**src/rtl/mmio_input_capture_pkg.sv**
```systemverilog
// Package: mmio_input_capture_pkg
// Shared definitions for the MMIO input-capture block and its decoder in
// Data_Mamory:
//   - rd_sel codes for the IO read mux
//   - bit positions inside the STATUS word
//   - IO base address used by the data-memory decoder to select this block
//   - debouncer state encoding
package mmio_input_capture_pkg;

  typedef enum logic [1:0] {
    IO_SEL_STATUS = 2'd0,
    IO_SEL_DATA   = 2'd1,
    IO_SEL_COUNT  = 2'd2,
    IO_SEL_LIVE   = 2'd3
  } io_sel_e;

  localparam int STATUS_VALID_BIT   = 0;
  localparam int STATUS_OVERRUN_BIT = 1;

  localparam logic [31:0] IO_INPUT_BASE_ADDR = 32'h0000_FF10;

  typedef enum logic [1:0] {
    DB_IDLE    = 2'd0,
    DB_WAIT_HI = 2'd1,
    DB_HIGH    = 2'd2,
    DB_WAIT_LO = 2'd3
  } db_state_e;

endpackage

```
**src/rtl/mmio_input_capture_input_debouncer.sv**
```systemverilog
// Module: input_debouncer
// Two-flop synchroniser plus a four-state debounce FSM for one button.
// The level is accepted only after it has been stable for DEBOUNCE_CYCLES
// consecutive cycles of the counting state; an accepted rising level emits
// exactly one one-cycle press pulse.
// Ports:
//   clk      in  board clock
//   rst      in  asynchronous active-high reset
//   btn_raw  in  raw (asynchronous, bouncing) button pin
//   press    out one-cycle pulse per accepted press
module input_debouncer
  import mmio_input_capture_pkg::*;
#(
  parameter int unsigned DEBOUNCE_CYCLES = 20'd100000
) (
  input  logic clk,
  input  logic rst,
  input  logic btn_raw,
  output logic press
);

  localparam int CW = (DEBOUNCE_CYCLES > 1) ? $clog2(DEBOUNCE_CYCLES) : 1;
  localparam logic [CW-1:0] CNT_LAST = CW'(DEBOUNCE_CYCLES - 1);

  logic [1:0]    sync_q;
  logic          btn_s;
  db_state_e     state, state_nxt;
  logic [CW-1:0] cnt;
  logic          cnt_clr, cnt_inc;

  assign btn_s = sync_q[1];

  // NOTE: sequential state is updated with <= so every flop samples the
  // pre-edge values regardless of block ordering.
  always_ff @(posedge clk or posedge rst) begin
    if (rst) sync_q <= '0;
    else     sync_q <= {sync_q[0], btn_raw};
  end

  always_ff @(posedge clk or posedge rst) begin
    if (rst) begin
      state <= DB_IDLE;
      cnt   <= '0;
    end else begin
      state <= state_nxt;
      if (cnt_clr)      cnt <= '0;
      else if (cnt_inc) cnt <= cnt + 1'b1;
    end
  end

  // NOTE: every output of a combinational block gets a default first, so
  // no path through the case statement can infer a latch.
  always_comb begin
    state_nxt = state;
    cnt_clr   = 1'b0;
    cnt_inc   = 1'b0;
    unique case (state)
      DB_IDLE: begin
        if (btn_s) begin
          state_nxt = DB_WAIT_HI;
          cnt_clr   = 1'b1;
        end
      end
      DB_WAIT_HI: begin
        if (!btn_s)               state_nxt = DB_IDLE;
        else if (cnt == CNT_LAST) state_nxt = DB_HIGH;
        else                      cnt_inc   = 1'b1;
      end
      DB_HIGH: begin
        if (!btn_s) begin
          state_nxt = DB_WAIT_LO;
          cnt_clr   = 1'b1;
        end
      end
      DB_WAIT_LO: begin
        if (btn_s)                state_nxt = DB_HIGH;
        else if (cnt == CNT_LAST) state_nxt = DB_IDLE;
        else                      cnt_inc   = 1'b1;
      end
      default: state_nxt = DB_IDLE;
    endcase
  end

  // Pulse only on the single WAIT_HI -> HIGH transition; HIGH itself never
  // pulses, so holding the button cannot re-trigger.
  always_comb begin
    press = (state == DB_WAIT_HI) && btn_s && (cnt == CNT_LAST);
  end

endmodule

```
**src/rtl/mmio_input_capture.sv**
```systemverilog
// Module: mmio_input_capture
// Input-side MMIO peripheral: debounces the board button, snapshots the
// switches on each accepted press and exposes STATUS/DATA/COUNT/LIVE words
// to the CPU with a read-to-clear handshake.
// Ports:
//   clk       in  board clock
//   rst       in  asynchronous active-high reset
//   sw_raw    in  raw switch pins (asynchronous)
//   btn_raw   in  raw button pin (asynchronous, bouncing)
//   rd_en     in  one-cycle read strobe
//   rd_sel    in  0=STATUS 1=DATA 2=COUNT 3=LIVE
//   sign_ext  in  DATA read sign-extended (1) or zero-extended (0)
//   rd_data   out registered read word
//   valid     out captured data waiting to be read
//   overrun   out a capture happened while valid was already set
module mmio_input_capture
  import mmio_input_capture_pkg::*;
#(
  parameter int unsigned DEBOUNCE_CYCLES = 20'd100000,
  parameter int          SW_WIDTH        = 16,
  parameter int          CNT_WIDTH       = 8
) (
  input  logic                clk,
  input  logic                rst,
  input  logic [SW_WIDTH-1:0] sw_raw,
  input  logic                btn_raw,
  input  logic                rd_en,
  input  logic [1:0]          rd_sel,
  input  logic                sign_ext,
  output logic [31:0]         rd_data,
  output logic                valid,
  output logic                overrun
);

  logic [SW_WIDTH-1:0]  sw_meta, sw_s;
  logic [SW_WIDTH-1:0]  data_q;
  logic [CNT_WIDTH-1:0] press_cnt;
  logic                 press;
  logic                 data_rd, status_rd;
  logic [31:0]          rd_word;

  input_debouncer #(
    .DEBOUNCE_CYCLES(DEBOUNCE_CYCLES)
  ) u_debouncer (
    .clk    (clk),
    .rst    (rst),
    .btn_raw(btn_raw),
    .press  (press)
  );

  always_ff @(posedge clk or posedge rst) begin
    if (rst) begin
      sw_meta <= '0;
      sw_s    <= '0;
    end else begin
      sw_meta <= sw_raw;
      sw_s    <= sw_meta;
    end
  end

  assign data_rd   = rd_en && (io_sel_e'(rd_sel) == IO_SEL_DATA);
  assign status_rd = rd_en && (io_sel_e'(rd_sel) == IO_SEL_STATUS);

  always_comb begin
    rd_word = '0;
    unique case (io_sel_e'(rd_sel))
      IO_SEL_STATUS: begin
        rd_word[STATUS_VALID_BIT]   = valid;
        rd_word[STATUS_OVERRUN_BIT] = overrun;
      end
      IO_SEL_DATA:  rd_word = {{(32-SW_WIDTH){sign_ext & data_q[SW_WIDTH-1]}}, data_q};
      IO_SEL_COUNT: rd_word = {{(32-CNT_WIDTH){1'b0}}, press_cnt};
      IO_SEL_LIVE:  rd_word = {{(32-SW_WIDTH){1'b0}}, sw_s};
      default:      rd_word = '0;
    endcase
  end

  // The read mux samples pre-edge flags/data, so a read coinciding with a
  // capture returns the old value while the capture lands on the same edge.
  always_ff @(posedge clk or posedge rst) begin
    if (rst) begin
      rd_data   <= '0;
      valid     <= 1'b0;
      overrun   <= 1'b0;
      data_q    <= '0;
      press_cnt <= '0;
    end else begin
      if (rd_en) rd_data <= rd_word;

      if (press) begin
        data_q    <= sw_s;
        press_cnt <= press_cnt + 1'b1;
      end

      if (press)        valid <= 1'b1;
      else if (data_rd) valid <= 1'b0;

      // A DATA read on the capture edge consumes the old value, so it is not
      // an overrun. Setting wins over a same-edge STATUS clear.
      if (press && valid && !data_rd) overrun <= 1'b1;
      else if (status_rd)             overrun <= 1'b0;
    end
  end

endmodule
```
**config.mk**
```make
export PLATFORM = sky130hd
export DESIGN_NAME = mmio_input_capture
export DESIGN_NICKNAME = d
export VERILOG_FILES = /design/src/rtl/mmio_input_capture_pkg.sv /design/src/rtl/mmio_input_capture_input_debouncer.sv /design/src/rtl/mmio_input_capture.sv
export SDC_FILE = /design/constraint.sdc
export NUM_CORES = 1
export LEC_CHECK = 0
export BUFFER_PORTS_ARGS = -buffer_cell sky130_fd_sc_hd__clkbuf_2
export CORE_UTILIZATION = 45
export DETAILED_ROUTE_END_ITERATION = 16
export GPL_TIMING_DRIVEN = 0
export PLACE_DENSITY = 0.73
export SYNTH_ARGS = -nofsm -noshare
export SYNTH_HDL_FRONTEND = slang
export SYNTH_SLANG_ARGS = --single-unit
export TNS_END_PERCENT = 100
```
**constraint.sdc**
```tcl
create_clock -name clk -period 2.73 [get_ports clk]
set_clock_uncertainty 0.1 [all_clocks]
set_input_delay 0.1365 -clock clk [delete_from_list [all_inputs] [get_ports clk]]
set_output_delay 0.1365 -clock clk [all_outputs]
set_load 0.01 [all_outputs]
```
* Word level (Yosys, flattened, before mapping)
Cells that the tools add are included.
** Cells by class
- $add $sub $neg :: 2
- Equality and inequality tests :: 11
- Muxes and demuxes :: 22
- Bitwise logic cells :: 1
- Reductions and logical operators :: 13
** Operators with widths (count)
- $pmux 30 s3 :: 1
- $mux 17 :: 2
- $add 17x1->17 const B :: 1
- $eq 17x17->1 const B :: 1
- $pmux 2 s4 :: 2
- $mux 2 :: 6
- $mux 1 :: 9
- $add 8x1->8 const B :: 1
- $eq 2x2->1 const B :: 4
- $logic_and 1x1->1 :: 6
- $reduce_bool 2->1 :: 3
- $eq 2x1->1 const B :: 2
- $logic_not 2->1 :: 2
- $pmux 1 s2 :: 2
- $reduce_and 4->1 :: 1
- $ne 3x1->1 const B :: 1
- $ne 3x3->1 const B :: 1
- $ne 2x1->1 const B :: 1
- $ne 2x2->1 const B :: 1
- $and 1x1->1 :: 1
- $logic_not 1->1 :: 1
** Storage, ports and cells
- Flip-flop bits (word level) :: 111
- Input port bits :: 23
- Output and inout port bits :: 34
- Logic and storage cells :: 59

* Longest topological paths before layout
Gate-level depths: netlist (run 1).
- Depth after elaboration :: 6
- Gate-level depth with buffers :: 7
- Mapped depth without buffers :: 6

* Modules after synthesis
From an unflattened synthesis (run 1), not the netlist that was laid out.
** Unflattened totals
- Cell total of the unflattened synthesis :: 336
- Area, all modules :: 4111.4 um^2
** By module, submodules not included
- mmio_input_capture :: instances 1, cells an instance 203, area an instance 2872.8 um^2, seq. area each 1876.8 um^2
- input_debouncer :: instances 1, cells an instance 133, area an instance 1238.7 um^2, seq. area each 525.5 um^2

* Worst setup path after synthesis (run 1)
Ideal clock, no wire load.
- Path kind :: flip-flop to flip-flop
- From :: reg u_debouncer.cnt[8]
- To :: reg u_debouncer.cnt[0]
- Setup time :: 0.125 ns
- Data arrival time :: 1.818 ns
- Required time :: 2.505 ns
- Setup slack :: 0.687 ns
- Stages on the path, launching flop included :: 7
- Buffers on the path :: 1
- Clock period less this slack :: 2.043 ns
- Cells stage by stage :: dfrtp_1 or4b_4 nor4_4 buf_6 or2_4 inv_2 mux2_2
** Between the ends
- Word-level cells in the longest chain between the ends :: 5
- Elaborated cells between the ends (all ways) :: 6
- Classes of those cells :: 1 x eq/ne; 4 x mux; 1 x reduce/logical
** Ends and longest elaborated chain
- from (decl) :: RTL line mmio_input_capture_input_debouncer.sv:28 : logic [CW-1:0] cnt;
- from (signal assigned) :: RTL line mmio_input_capture_input_debouncer.sv:47 : else if (cnt_inc) cnt <= cnt + 1'b1;
- $eq 17x17->1 (*) :: RTL line mmio_input_capture_input_debouncer.sv:66, mmio_input_capture_input_debouncer.sv:77
- $mux 1 (*) :: RTL line mmio_input_capture_input_debouncer.sv:66, mmio_input_capture_input_debouncer.sv:77
- $mux 1 (on tied branches) :: RTL line mmio_input_capture_input_debouncer.sv:76, mmio_input_capture_input_debouncer.sv:65
- $pmux 1 s2 (*) :: RTL line mmio_input_capture_input_debouncer.sv:57 : unique case (state)
- $reduce_bool 2->1 (no source line) (*)
Mark *: on every way between the ends. The rest lies on a longest branch, timed or not.
A chain may end at the register's enable or synchronous reset.

* Worst setup path after layout (run 1)
Same ends and word-level chain as after synthesis.

==> results of run 1 <==
==> sequential cells by signal (all words and copies together), names as in the netlist, named ones only <==
signal / count
rd_data: 17
u_debouncer.cnt: 17
data_q: 16
sw_meta: 16
sw_s: 16
press_cnt: 8
u_debouncer.sync_q: 2
overrun: 1
u_debouncer.state: 1
valid: 1
==> metrics by stage <==
| step | total power, mW | hold slack, ps | setup WS [ps] |
|---|---|---|---|
| global route | 2.79 | 94.2 | 403 |
| floorplan | 1.61 | 67.9 | 687 |
| detailed placement | 1.68 | 146 | 540 |
| CTS | 2.71 | 82.0 | 518 |
| finish | 2.67 | 103 | 530 |
| global placement | 1.67 | 144 | 580 |
==> synth_stat cells, types with 7 or more instances <==
| cell | instances | share of area |
|---|---|---|
| mux2i_1 | 10 | 0.025 |
| a21oi_1 | 10 | 0.013 |
| xnor2_1 | 10 | 0.022 |
| and3_1 | 7 | 0.011 |
| nor2_1 | 15 | 0.014 |
| inv_1 | 13 | 0.012 |
| dfrtp_1 | 96 | 0.61 |
| o22ai_1 | 8 | 0.013 |
| buf_4 | 16 | 0.030 |
| nand2_1 | 75 | 0.071 |
| mux2_2 | 9 | 0.026 |
==> logic make-up after synthesis <==
group                      synth area share
muxes                                0.0651
buffers and inverters                0.0594
adders and majority gates           0.00632
and+or+nand+nor                       0.169
xor gates and xnor gates             0.0310
DFF                                   0.607
AOI/OAI and AO/OA                    0.0626
==> final cells by class <==
| class | count | area (sq um) |
|---|---|---|
| clock buffers | 10 | 128 |
| inverters | 14 | 56.3 |
| multi-input cells | 213 | 1320 |
| plain buffers | 28 | 183 |
| fillers | 725 | 3570 |
| repair buffers | 75 | 500 |
| flip-flops and latches | 96 | 2400 |
| well taps | 105 | 131 |
| clock inverters | 6 | 91.3 |
==> worst max-delay path, stage by stage, from the launching register on <==
cell,delay [ps]
dfrtp_1,440
or4b_4,570
nor4_4,370
buf_6,190
or2_4,140
inv_2,40
mux2_2,240
==> final timing paths <==
path | slack (ps) | start | depth (start not counted) | end
hold / removal | 100 | rd_en | 3 | rd_data[6]
min in group asynchronous | 310 | rst | 3 | sw_meta[4]
setup / recovery | 530 | u_debouncer.cnt[8] | 6 | u_debouncer.cnt[0]
max in group asynchronous | 1420 | rst | 5 | sw_meta[12]
setup reg to reg | 530 | u_debouncer.cnt[8] | 6 | u_debouncer.cnt[0]
hold reg to reg | 240 | sw_meta[9] | 0 | sw_s[9]
==> routing by layer <==
| metal | GRT usage | vias up | share of wire |
|---|---|---|---|
| li1 | - | 1346 | - |
| met1 | 0.229 | 1373 | 0.44 |
| met2 | 0.300 | 74 | 0.49 |
| met3 | 0.0592 | 8 | 0.053 |
| met4 | 0.0597 | 0 | 0.013 |
| met5 | 0 | - | 0 |
==> power breakdown <==
part	switching, mW	total, mW	internal, mW	leakage [nW]
clock network	0.482	1.00	0.521	0.111
logic	0.0994	0.180	0.0810	1.05
registers	0.0235	1.49	1.47	1.24
==> repair_timing <==
| item | 4_1_cts | 5_1_grt |
|---|---|---|
| hold buffers | 19 | 0 |
| endpoints found under the hold margin | 49 | 0 |
| gates resized for setup | 0 | 0 |
==> metrics.md, run 1 <==
| Metric | Value |
|---|---|
| Status | `finished clean` |
| Overall Global Routing Usage | `0.183` |
| CTS tree | `built` |
| Fin. Hold Viols | `0` |
| RSZ-0062 raised after global routing | `false` |
| Post-synth ARST share | `1.00` |
| Clock Path Buffers | `2` |
| Worst-Margin Slew | `666 ps` |
| Cell Area, Synth | `3960 sq um` |
| Final worst path period need | `2200 ps` |
| Buffers on Ports | `54` |
| Crit. End Element | `flip-flop` |
| Most frequent cells in the layout | `96 x dfrtp_1, 75 x nand2_1, 54 x clkbuf_2` |
| VDD IR max | `0.000249 V` |
| Most common cell after layout, fill and taps aside | `dfrtp_1` |
| Core area | `8380 sq um` |
| Initial antenna violation count | `0` |
| Data required, critical path | `2870 ps` |
| Ys flop type | `dfrtp_1` |
| First-pass GRT wire length | `12,500 um` |
| Final Util | `0.574` |
| Chip width | `95.8 um` |
| Post-Synthesis Cells | `351` |
| H-tree depth | `3` |
| Die H | `95.8 um` |
| Vias | `2,801` |
| Detailed placement HPWL | `5130 um` |
| I/O Pins | `57` |
| Ant diodes | `0` |
| Die area | `9180 sq um` |
| Final cycle utilization of the critical path | `0.806` |
| RD Place Congestion | `0.922` |
| Sequential area share after synthesis | `0.607` |
| Worst setup SP type | `flip-flop` |
| Worst slew margin | `0.555` |
| Setup_tns | `0 ps` |
| Non-filler cells in the finished layout | `547` |
| Fmax | `455 MHz` |
| #FFs+latches synth | `96` |
| Max-cap violation count | `0` |
| Placed cell count | `512` |
| DRC errors left | `0` |
| Setup Viol. Count Final | `0` |
| Placed inst area | `4410 sq um` |
| Drt pass-1 iters | `4` |
| Effective utilization at floorplan | `0.472` |
| Crit Path Max Fanout | `10` |
| Power per standard cell area | `555 nW/um^2` |
| Routed Wire Length | `7480 um` |
| Largest net degree at the start of global routing | `40` |
| 1st-iter DRT viols | `81` |
| Root Driver | `clkbuf_8` |
| CTS buffer count | `9` |
| Crit path DAT | `2340 ps` |
| Share of layout cells above drive strength 1 | `0.249` |
| Worst hold path class | `in -> reg` |
| Vias per cell | `5.12` |
| Setup bufs post-CTS | `0` |
| Row count | `33` |
| DR WL/cell | `13.7 um` |
| Mapped Nets | `376` |
| CP Class | `reg -> reg` |
| Area Growth Syn to Fin | `21.6%` |
| Number of synthesized flops with an enable pin | `0` |
| Clk sinks | `96` |
| Clk_lat worst skew | `350 ps` |
| Final Cell Area | `4810 sq um` |
| Netlist cell types | `50` |
| Total number of yosys warnings | `0` |
| Pleak | `2.41 nW` |
| Reg clk slew, reported paths | `90 ps` |
| Nets | `462` |
| GRT overflow | `0` |
| Detail Route Antenna Nets | `0` |
| Vias in the first global route | `2,694` |
| Slew Limit Fails | `0` |
| Avg Cell Area, Syn | `11.3 sq um` |
Note: power is estimated with default switching activity, not from simulation.
==> run 2: changes to the inputs <==
--- a/config.mk
+++ b/config.mk
@@ -5,11 +5,12 @@
 export SDC_FILE = /design/constraint.sdc
 export NUM_CORES = 1
 export LEC_CHECK = 0
+export ABC_AREA = 1
 export BUFFER_PORTS_ARGS = -buffer_cell sky130_fd_sc_hd__clkbuf_2
 export CORE_UTILIZATION = 45
 export DETAILED_ROUTE_END_ITERATION = 16
 export GPL_TIMING_DRIVEN = 0
-export PLACE_DENSITY = 0.73
+export PLACE_DENSITY = 0.7
 export SYNTH_ARGS = -nofsm -noshare
 export SYNTH_HDL_FRONTEND = slang
 export SYNTH_SLANG_ARGS = --single-unit
==> constraint.sdc (replaced) <==
create_clock -name clk -period 2.1 [get_ports clk]
set_clock_uncertainty 0.1 [all_clocks]
set_input_delay 0.105 -clock clk [delete_from_list [all_inputs] [get_ports clk]]
set_output_delay 0.105 -clock clk [all_outputs]
set_load 0.01 [all_outputs]
==> metrics.md, run 2 <==
| Metric | Value |
|---|---|
| Most frequent cell after synthesis | `nand2_1` |
| Vias in the first global route | `3,126` |
| Number of synthesized flops with an enable pin | `0` |
| Mapped Nets | `511` |
| Row count | `35` |
| Final Util | `0.560` |
| Max stage delay cell, worst path | `dfrtp_1` |
| Clk sinks | `96` |
| Die area | `9860 sq um` |
| Status | `finished with violations` |
| Pleak | `2.62 nW` |
| Crit path cell chain | `ha_1 > inv_1 > nor2_4 > nand3_2 > nor2_4 > buf_6 > o21ai_0` |
| Worst R2R Start | `u_debouncer.cnt[0]` |
| Top cells by count, synth | `182 x nand2_1, 96 x dfrtp_1, 43 x nand3_1` |
| Hold path cells | `4` |
| Worst Path Buf+Inv | `2` |
| VDD IR max | `0.000347 V` |
| DRC errors left | `2` |
| First-pass GRT wire length | `14,700 um` |
| Cell Area, Synth | `4260 sq um` |
| Sequential share of power | `0.556` |
| DR WL/cell | `12.4 um` |
| Worst hold path class | `in -> reg` |
| Setup bufs post-CTS | `0` |
| I/O Pins | `57` |
| #FFs+latches synth | `96` |
| Setup_tns | `0 ps` |
| Fin. Hold Viols | `0` |
| Die H | `99.3 um` |
| Worst setup path start | `u_debouncer.cnt[0]` |
| Vias | `3,387` |
| Largest net degree at the start of global routing | `36` |
| Sequential area share after synthesis | `0.564` |
| Root Driver | `clkbuf_8` |
| Switch share | `0.261` |
| Most common cell after layout, fill and taps aside | `nand2_1` |
| Int Power | `2.60 mW` |
| Sequential Area | `2400 sq um` |
| Post-synth ARST share | `1.00` |
| RD Place Congestion | `0.876` |
| Crit path DAT | `2000 ps` |
| Clk network pwr share | `0.372` |
| Min-Delay Endpoint | `rd_data[1]` |
| Share of layout cells above drive strength 1 | `0.181` |
| Core area | `9200 sq um` |
| Effective utilization at floorplan | `0.463` |
| Ant diodes | `0` |
| Fmax | `540 MHz` |
| Reg2Reg Depth | `7` |
| Setup Viol. Count Final | `0` |
| Initial antenna violation count | `0` |
| Reg-to-Reg End | `data_q[5]` |
| Avg Cell Area, Syn | `8.76 sq um` |
| Ys flop type | `dfrtp_1` |
| Detailed placement HPWL | `5960 um` |
| WHS | `35.7 ps` |
| Cell family with the largest share of critical-path delay | `simple AND/OR/NAND/NOR gates` |
| Combinational Power Share | `0.072` |
| CP Class | `reg -> reg` |
| Clk_lat worst skew | `370 ps` |
| Hold path start | `rd_sel[1]` |
| Worst setup SP type | `flip-flop` |
| CTS tree | `built` |
| Total number of yosys warnings | `0` |
| CTS buffer count | `9` |
| Fillcell total | `835` |
| Clock Path Buffers | `2` |
| Chip width | `99.3 um` |
| H-tree depth | `3` |
| Routed Wire Length | `8570 um` |
| 1st-iter DRT viols | `220` |
| Data required, critical path | `2250 ps` |
| Power per standard cell area | `682 nW/um^2` |
| Pre-CTS WS | `154 ps` |
| Crit Path Max Fanout | `10` |
| Share of the synthesized area in the top cell type | `0.564` |
| Multi-input gate area | `1520 sq um` |
| Reg clk slew, reported paths | `100 ps` |
| Overall Global Routing Usage | `0.191` |
| Reg2Reg Setup Slack | `250 ps` |
| Netlist cell types | `32` |
| Synth area leaders | `dfrtp_1 56%, nand2_1 16%, nand3_1 5.1%` |
| Post-synth top area cell | `dfrtp_1` |
| Detail Route Antenna Nets | `0` |
| Top flop regs | `rd_data x17, u_debouncer.cnt x17` |
| GRT overflow | `0` |
| Area Growth Syn to Fin | `20.9%` |
| Final worst path period need | `1850 ps` |
| Slew Limit Fails | `0` |
| Drt pass-1 iters | `11` |
| Final setup margin | `247 ps` |
| Buffers on Ports | `56` |
| Most frequent CP cell | `nor2_4` |
| Failing checks | `design-rule violations` |
| Nets | `600` |
| Post-Synthesis Cells | `486` |
| Critical path depth | `7` |
| Worst slew margin | `0.495` |
| Switch Pwr | `0.917 mW` |
| Most frequent cells in the layout | `182 x nand2_1, 96 x dfrtp_1, 56 x clkbuf_2` |
| RSZ-0062 raised after global routing | `false` |
| Final cycle utilization of the critical path | `0.883` |
| Crit. End Element | `flip-flop` |
| Worst-Margin Slew | `755 ps` |
| Vias per cell | `4.90` |
| Max-cap violation count | `0` |
| CP peak stage delay | `390 ps` |
run 2: cell count changes after synthesis, sizes merged, moves of 7 or more:
cell   delta
inv      +24
mux2i    -10
o21ai    +15
o22ai     -7
nand3    +40
nand2   +108
mux2     -10
nor2     +11
run 2: final cells by class:
type | instances | area share
Clock inverter | 7 | 0.0194
Timing Repair Buffer | 78 | 0.101
Inverter | 38 | 0.0284
Multi-Input combinational cell | 324 | 0.296
Sequential cell | 96 | 0.466
Tap cell | 111 | 0.0270
Buffer | 28 | 0.0379
Clock buffer | 9 | 0.0240
run 2: repair_timing:
action / in CTS / in global routing
endpoints found under the hold margin: 50 / 0
endpoints found under the setup margin: 0 / 9
hold buffers: 20 / 0
gates resized for setup: 0 / 1
run 2: worst register-to-register path, delay by kind of cell (launching register included):
family                   cells  cell delay [ps]
flip-flops                   1              390
adder cells (fa/ha/maj)      1              260
buffers and inverters        2              310
AND/OR/NAND/NOR              3              600
AO/OA/AOI/OAI                1               80
run 2: layer usage:
layer  part of all wire  track usage  vias up
met2               0.46        0.299       90
met4              0.012       0.0588        0
met1               0.48        0.267     1582
met3              0.046       0.0415       11
li1                   -            -     1704
met5                  0            0        -
run 2: kinds of logic (layout without fill, tap and decap cells):
family	after synthesis	count (layout)	share of synthesized area
AOI/OAI and AO/OA	28	28	0.0367
buffers and inverters	66	160	0.0793
xor gates and xnor gates	13	13	0.0267
DFF	96	96	0.564
and+or+nand+nor	281	281	0.287
adders and majority gates	2	2	0.00587
run 2: metrics by stage:
step / instances / instance area [sq um] / power, mW
6_report: 691 / 5150 / 3.52
5_1_grt: 691 / 5150 / 3.68
4_1_cts: 691 / 5150 / 3.57
3_5_place_dp: 655 / 4720 / 2.22
3_3_place_gp: 653 / 4680 / 2.20
2_1_floorplan: 486 / 4260 / 2.11
run 2: power groups by stage:
| stage | clock network (mW) | registers [mW] | logic, mW |
|---|---|---|---|
| global route | 1.43 | 1.96 | 0.289 |
| finish | 1.31 | 1.95 | 0.254 |
| floorplan | 0 | 1.99 | 0.127 |
| global placement | 0 | 1.99 | 0.213 |
| CTS | 1.36 | 1.95 | 0.258 |
| detailed placement | 0 | 1.99 | 0.228 |
run 2: how the worst max path moves through the flow:
stage / to / slack [ps]
floorplan: data_q[3] / 480
global placement: sw_meta[10] / 130
detailed placement: data_q[15] / 150
CTS: data_q[5] / 140
global route: data_q[5] / 70
finish: data_q[5] / 250
==> run 3: changes to the inputs <==
--- a/config.mk
+++ b/config.mk
@@ -10,6 +10,7 @@
 export CORE_UTILIZATION = 45
 export DETAILED_ROUTE_END_ITERATION = 16
 export GPL_TIMING_DRIVEN = 0
+export HOLD_SLACK_MARGIN = 0.05
 export PLACE_DENSITY = 0.7
 export SYNTH_ARGS = -nofsm -noshare
 export SYNTH_HDL_FRONTEND = slang
==> metrics.md, run 3 (same netlist as run 2, synthesis figures left out) <==
| Metric | Value |
|---|---|
| Nets | `602` |
| RD Place Congestion | `0.876` |
| Overall Global Routing Usage | `0.191` |
| DR WL/cell | `12.4 um` |
| Multi-input gate area | `1520 sq um` |
| Row count | `35` |
| Power, Total | `3.52 mW` |
| Sequential share of power | `0.555` |
| Combinational Power Share | `0.073` |
| VDD IR max | `0.000347 V` |
| Fin. Hold Viols | `0` |
| Largest net degree at the start of global routing | `36` |
| Chip width | `99.3 um` |
| Detailed placement HPWL | `5960 um` |
| Crit. End Element | `flip-flop` |
| Die H | `99.3 um` |
| Worst hold path class | `reg -> reg` |
| Switch Pwr | `0.919 mW` |
| Worst slew margin | `0.514` |
| First-pass GRT wire length | `14,800 um` |
| RSZ-0062 raised after global routing | `false` |
| Worst setup path start | `u_debouncer.cnt[0]` |
| Clk network pwr share | `0.372` |
| Fmax | `540 MHz` |
| CTS buffer count | `9` |
| Crit Path Max Fanout | `10` |
| H-tree depth | `3` |
| Max-cap violation count | `0` |
| Int Power | `2.60 mW` |
| Ant diodes | `0` |
| Initial antenna violation count | `0` |
| Vias per cell | `4.88` |
| Hold path cells | `0` |
| Reg2Reg Depth | `7` |
| Reg-to-Reg End | `data_q[5]` |
| Die area | `9860 sq um` |
| Switch share | `0.261` |
| CTS tree | `built` |
| Buffers on Ports | `56` |
| Vias in the first global route | `3,131` |
| Vias | `3,380` |
| Detail Route Antenna Nets | `0` |
| Power per standard cell area | `681 nW/um^2` |
| Final cycle utilization of the critical path | `0.882` |
| Hold path start | `u_debouncer.sync_q[0]` |
| Effective utilization at floorplan | `0.463` |
| Reg2Reg Setup Slack | `250 ps` |
| Clk sinks | `96` |
| Reg clk slew, reported paths | `100 ps` |
| Root Driver | `clkbuf_8` |
| Drt pass-1 iters | `10` |
| Share of layout cells above drive strength 1 | `0.180` |
| Setup Viol. Count Final | `0` |
| Min-Delay Endpoint | `u_debouncer.sync_q[1]` |
| Status | `finished with violations` |
| Crit path DAT | `2000 ps` |
| Routed Wire Length | `8600 um` |
| Top flop regs | `rd_data x17, u_debouncer.cnt x17` |
| Most common cell after layout, fill and taps aside | `nand2_1` |
| Setup bufs post-CTS | `0` |
| Data required, critical path | `2250 ps` |
| Worst R2R Start | `u_debouncer.cnt[0]` |
| Setup_tns | `0 ps` |
| Slew Limit Fails | `0` |
| Core area | `9200 sq um` |
| CP Class | `reg -> reg` |
| Most frequent cells in the layout | `182 x nand2_1, 96 x dfrtp_1, 56 x clkbuf_2` |
| Failing checks | `design-rule violations` |
| Area Growth Syn to Fin | `21.4%` |
| I/O Pins | `57` |
| Clock Path Buffers | `2` |
| Pleak | `2.63 nW` |
| Fillcell total | `832` |
| Worst setup SP type | `flip-flop` |
| 1st-iter DRT viols | `211` |
| GRT overflow | `0` |
| DRC errors left | `2` |
| Worst-Margin Slew | `726 ps` |
| Clk_lat worst skew | `370 ps` |
| Sequential Area | `2400 sq um` |
| Final worst path period need | `1850 ps` |
run 3: cell count changes in the layout (fill, tap and decap cells not counted):
cell           previous run  this run
dlygate4sd3_1            20        22
run 3: power by group through the flow:
stage	registers [mW]	logic, mW	clock network (mW)
CTS	1.95	0.260	1.36
finish	1.95	0.256	1.31
detailed placement	1.99	0.228	0
floorplan	1.99	0.127	0
global placement	1.99	0.213	0
global route	1.96	0.292	1.43
run 3: layer usage:
layer	global-route usage	routed length (um)
met1	0.267	4060
met4	0.0588	97
met3	0.0415	452
met2	0.301	3980
met5	0	0
run 3: worst max path at each step:
stage	to	slack, ps
2_1_floorplan	data_q[3]	480
3_3_place_gp	sw_meta[10]	130
3_5_place_dp	data_q[15]	150
4_1_cts	data_q[5]	140
5_1_grt	data_q[5]	70
6_report	data_q[5]	250
run 3: layout make-up:
class / count / area share
multi-input combinational: 324 / 0.295
timing repair buffer: 80 / 0.105
sequential: 96 / 0.465
clock inverter: 7 / 0.0194
buffer: 28 / 0.0377
clock buffer: 9 / 0.0240
tap: 111 / 0.0269
inverter: 38 / 0.0283
run 3: per-stage QoR:
stage	setup WS, ps	utilization	hold WS (ps)	cell area (sq um)	std cells
final	247	0.562	256	5170	693
after global routing	69.4	0.562	245	5170	693
after CTS	137	0.562	248	5170	693
after detailed placement	154	0.513	115	4720	655
after global placement	129	0.509	113	4680	653
after floorplan	478	-	36.4	4260	486
run 3: repair_timing:
action,CTS,global route
hold endpoints to repair,51,0
hold buffers,22,0
resized for setup,0,1
setup endpoints to repair,0,9
run 3: critical path: stages (launching register included):
cell and delay [ps]:
dfrtp_1 390, ha_1 260, inv_1 110, nor2_4 200
nand3_2 130, nor2_4 260, buf_6 190, o21ai_0 80
